--- config.mk ---
export PLATFORM = sky130hd
export DESIGN_NAME = store_buffer
export DESIGN_NICKNAME = d
export VERILOG_FILES = /design/src/rtl/store_buffer_pkg.sv /design/src/rtl/sb_addr_match.sv /design/src/rtl/store_buffer.sv
export SDC_FILE = /design/constraint.sdc
export NUM_CORES = 1
export LEC_CHECK = 0
export BUFFER_PORTS_ARGS = -buffer_cell sky130_fd_sc_hd__buf_2
export CAP_MARGIN = 15
export CORE_MARGIN = 2
export CORE_UTILIZATION = 63
export DETAILED_ROUTE_END_ITERATION = 16
export PLACE_DENSITY = 0.83
export SLEW_MARGIN = 20
export SYNTH_ARGS = -nofsm -noshare
export SYNTH_HDL_FRONTEND = slang
export SYNTH_HIERARCHICAL = 1
export SYNTH_SLANG_ARGS = --single-unit
--- constraint.sdc ---
create_clock -name clk -period 11.3 [get_ports clk]
set_input_delay 2.26 -clock clk [delete_from_list [all_inputs] [get_ports clk]]
set_output_delay 2.26 -clock clk [all_outputs]
set_load 0.01 [all_outputs]
--- src/rtl/store_buffer_pkg.sv ---
// Shared types and constants for the posted-write store buffer.
package store_buffer_pkg;

  localparam int SB_DEPTH = 4;
  localparam int SB_PTR_W = $clog2(SB_DEPTH);
  localparam int SB_AW    = 32;
  localparam int SB_DW    = 32;

  typedef struct packed {
    logic [SB_AW-1:0] addr;
    logic [SB_DW-1:0] data;
    logic             valid;
  } sb_entry_t;

  typedef enum logic [1:0] {PORT_IDLE, PORT_WR, PORT_RD} port_sel_t;

endpackage

--- src/rtl/sb_addr_match.sv ---
// Word-address comparator across all buffer entries; reports any hit and the
// index of the youngest matching entry.
module sb_addr_match
  import store_buffer_pkg::*;
#(
  parameter int DEPTH = SB_DEPTH,
  parameter int AW    = SB_AW,
  localparam int PTR_W = $clog2(DEPTH)
) (
  input  sb_entry_t        entries [DEPTH],
  input  logic [PTR_W-1:0] head,
  input  logic [AW-1:0]    ld_addr,
  output logic             hit,
  output logic [PTR_W-1:0] hit_idx
);

  logic [PTR_W-1:0] idx;
  logic [DEPTH-1:0] unused_bits;

  // Valid entries are contiguous from head, so scanning oldest to youngest
  // and letting later matches overwrite leaves the youngest hit.
  always_comb begin
    hit     = 1'b0;
    hit_idx = '0;
    idx     = head;
    for (int k = 0; k < DEPTH; k++) begin
      idx = head + PTR_W'(k);
      if (entries[idx].valid && (entries[idx].addr[AW-1:2] == ld_addr[AW-1:2])) begin
        hit     = 1'b1;
        hit_idx = idx;
      end
    end
  end

  for (genvar g = 0; g < DEPTH; g++) begin : g_unused
    assign unused_bits[g] = ^{entries[g].data, entries[g].addr[1:0], ld_addr[1:0]};
  end

endmodule

--- src/rtl/store_buffer.sv ---
// Posted-write store buffer between EX/MEM and data memory; loads take the port
// ahead of queued stores. Define STORE_BUF_FWD_EN to forward hazard loads.
module store_buffer
  import store_buffer_pkg::*;
#(
  parameter int DEPTH = SB_DEPTH,
  parameter int AW    = SB_AW,
  parameter int DW    = SB_DW
) (
  input  logic                       clk,
  input  logic                       rst,
  input  logic                       st_req,
  input  logic [AW-1:0]              st_addr,
  input  logic [DW-1:0]              st_data,
  input  logic                       ld_req,
  input  logic [AW-1:0]              ld_addr,
  input  logic                       drain,
  output logic                       stall,
  output logic                       ld_valid,
  output logic [DW-1:0]              ld_data,
  output logic                       empty,
  output logic [$clog2(DEPTH+1)-1:0] count,
  output logic [AW-1:0]              mem_addr,
  output logic [DW-1:0]              mem_wdata,
  output logic                       mem_write,
  output logic                       mem_read,
  input  logic [DW-1:0]              mem_rdata
);

  localparam int PTR_W = $clog2(DEPTH);
  localparam int CNT_W = $clog2(DEPTH + 1);

  logic [AW-1:0]    ent_addr [DEPTH];
  logic [DW-1:0]    ent_data [DEPTH];
  logic [DEPTH-1:0] ent_valid;
  sb_entry_t        entries  [DEPTH];
  logic [PTR_W-1:0] head, tail, hit_idx;
  logic             full, prio_wr, hit;
  logic             st_push, pop, ld_accept, ld_fwd, ld_read;
  logic [DW-1:0]    fwd_data;
  port_sel_t        port;

  for (genvar g = 0; g < DEPTH; g++) begin : g_ent
    assign entries[g] = '{addr: ent_addr[g], data: ent_data[g], valid: ent_valid[g]};
  end

  sb_addr_match #(.DEPTH(DEPTH), .AW(AW)) u_match (
    .entries (entries),
    .head    (head),
    .ld_addr (ld_addr),
    .hit     (hit),
    .hit_idx (hit_idx)
  );

  assign empty   = (count == '0);
  assign full    = (count == CNT_W'(DEPTH));
  assign prio_wr = (drain || full) && !empty;
  assign st_push = st_req && !full;

`ifdef STORE_BUF_FWD_EN
  // A forwarded load never needs the port, so it cannot lose arbitration.
  assign ld_fwd    = ld_req && hit;
  assign ld_accept = ld_req && (hit || !prio_wr);
  assign fwd_data  = ent_data[hit_idx];
`else
  logic unused_idx;
  assign unused_idx = ^hit_idx;
  assign ld_fwd     = 1'b0;
  assign ld_accept  = ld_req && !hit && !prio_wr;
  assign fwd_data   = '0;
`endif

  assign ld_read = ld_accept && !ld_fwd;

  always_comb begin
    port = PORT_IDLE;
    if (prio_wr)      port = PORT_WR;
    else if (ld_read) port = PORT_RD;
    else if (!empty)  port = PORT_WR;
  end

  assign pop       = (port == PORT_WR);
  assign mem_write = !rst && (port == PORT_WR);
  assign mem_read  = !rst && (port == PORT_RD);
  assign mem_addr  = (port == PORT_RD) ? ld_addr : ent_addr[head];
  assign mem_wdata = ent_data[head];
  assign stall     = !rst && ((st_req && full) || (ld_req && !ld_accept));

  // Control state: pointers, occupancy, entry valid bits
  always_ff @(posedge clk or posedge rst) begin
    if (rst) begin
      head      <= '0;
      tail      <= '0;
      count     <= '0;
      ent_valid <= '0;
    end else begin
      if (st_push) begin
        ent_valid[tail] <= 1'b1;
        tail            <= tail + PTR_W'(1);
      end
      if (pop) begin
        ent_valid[head] <= 1'b0;
        head            <= head + PTR_W'(1);
      end
      case ({st_push, pop})
        2'b10:   count <= count + CNT_W'(1);
        2'b01:   count <= count - CNT_W'(1);
        default: ;
      endcase
    end
  end

  // Entry payload carries no reset; valid bits qualify it
  always_ff @(posedge clk) begin
    if (st_push) begin
      ent_addr[tail] <= st_addr;
      ent_data[tail] <= st_data;
    end
  end

  always_ff @(posedge clk or posedge rst) begin
    if (rst) begin
      ld_valid <= 1'b0;
      ld_data  <= '0;
    end else begin
      ld_valid <= ld_accept;
      if (ld_accept) ld_data <= ld_fwd ? fwd_data : mem_rdata;
    end
  end

  a_no_st_ld: assert property (@(posedge clk) disable iff (rst) !(st_req && ld_req));

endmodule
==> results.yml <==
setup_path:
  path_depth: 13
  crit_family: "buffers and inverters"
  critPathArrivalTime_ns: 5.85
  crit_chain: "buf_4 -> inv_2 -> mux2i_1 -> xor2_1 -> a2111oi_0 -> nand4_1 -> nor2_1 -> or3_1 -> nor2b_1 -> nand3_4 -> inv_4 -> nor3_1 -> buf_2"
  crit_slowest_cell: "buf_4"
  critPathBufInv: 4
  start_kind: "register"
  path_class: "reg2out"
  critical_path.max_fanout: 54
  required_ns: 9.04
  ff2ff_path_depth: 16
  slowest_delay_ns: 0.78
  worst_setup_path_end_kind: "output pin"
floorplan:
  die_x_um: 164.3
  num_rows: 58
  die-area_um2: 26990
  die_y_um: 164.3
  core-area_um2: 25180
  ios: 237
  initial_core_util: 0.6429
detailed_routing:
  via_per_inst: 6.489
  wl_per_cell_um: 26.16
  ant_nets: 0
  vias: 10200
  route.detailed.drc: 0
  dr.pass1.iters: 5
  dr.first_iter.drc_count: 1157
  wl_um: 41120
placed_design:
  place.gp.congestion: 0.9705
  portBuffers: 236
  hpwl_um: 27810
  place_inst: 1511
  place_area_um2: 17390
  dpl_worst_slack_ns: 3.476
cts:
  clkLatencyLatePin_ns: 0.57
  cts_tree: "yes"
  post_cts_buffers: 0
  cts_hold_repair.buffers: 0
  clkTransAtPathRegs_ns: 0.06
  clockBufferDepth: 3
  root_buffer: "clkbuf_16"
  cts_resized: 0
  cts_buffers: 31
  ctsHtreeMaxLevel: 1
  clock_sinks: 300
outcome:
  status: "finished, final reports clean"
hold_path:
  min_path_type: "reg2reg"
  whs_path_depth: 1
yosys:
  syn_area_per_cell_um2: 16.03
  synthCells: 1010
  syn_area_um2: 16190
  syn-num-nets: 1153
  ys_warn_count: 6
sta:
  fin_crit_sh: 0.7174
  setup_violations: 0
  setup_slack_ns: 3.193
  clock_skew_ns: 0.01095
  hold_viol_final: 0
  drv_slew: 0
  worst_slew_pin_slew_ns: 1.053
  grt_setup_unrepaired: "false"
  fmax_mhz: 123.4
  fin_crit_ns: 8.107
  slew_headroom: 0.2980
  fin_tns_setup_ns: 0
cells_and_area:
  mostFrequentLayoutCells: "edfxtp_1, buf_2, mux2i_1"
  layout_commonest_cell: "edfxtp_1"
  nFillCells: 1541
  stdcell_count: 1572
  nets: 1357
  drive_above_1_share: 0.3923
  fin_area_um2: 18460
  syn2layout_area_growth_pct: 14.04
global_routing:
  antenna_found_initial: 3
  grt_pass1_vias: 10300
  grt_pass1_wl_um: 61930
  grt_max_degree: 102
  overflow: 0
  grt_util_all_layers: 0.3077
power:
  power.leakage_nw: 6.909
  power.density_nw_per_um2: 278.4
  vdd_ir_drop_max_uv: 210.6
job:
  cap_violations: 0
-- through the flow --
stage / power, mW / hold WS (ns) / util
4_1_cts: 5.146 / 0.5066 / 0.7328
6_report: 5.139 / 0.5041 / 0.7331
2_1_floorplan: 3.441 / 0.4980 / -
3_5_place_dp: 4.059 / 0.4924 / 0.6905
3_3_place_gp: 4.014 / 0.4848 / 0.6905
5_1_grt: 5.375 / 0.5171 / 0.7329
-- sequential cells by signal, indices dropped and copies added (netlist names) --
signal,count
ent_valid,4
ent_addr,128
ent_data,128
head,2
count,3
ld_valid,1
tail,2
ld_data,32
-- final timing paths --
kind / start / end / slack (ns)
setup / recovery: head[0] / stall / 3.19
hold / removal: ld_data[31] / ld_data[31] / 0.50
setup reg to reg: head[1] / count[2] / 5.72
hold reg to reg: ld_data[31] / ld_data[31] / 0.50
max in group asynchronous: rst / head[0] / 8.98
min in group asynchronous: rst / ld_data[24] / 1.89
-- layer usage --
layer	part of all wire	GRT usage
met2	0.50	0.5087
met4	0.025	0.08174
met5	0.00032	0
met3	0.080	0.06212
met1	0.40	0.4220
-- area by class of cell --
cell class                 count  area [µm²]  area share
antenna                        3       7.507   0.0004066
multi-input combinational    614        6829      0.3699
sequential                   300        8796      0.4764
clock inverter                25       282.8     0.01532
clock buffer                  33       783.3     0.04243
timing repair buffer         246        1269     0.06872
tap                          330       412.9     0.02237
inverter                      21       81.33    0.004405
-- report_power, final --
group          internal (mW)  switching, mW
Combinational           1.13           1.25
Clock                  0.622          0.436
Sequential              1.50          0.209
Note: power is estimated with default switching activity, not from simulation.
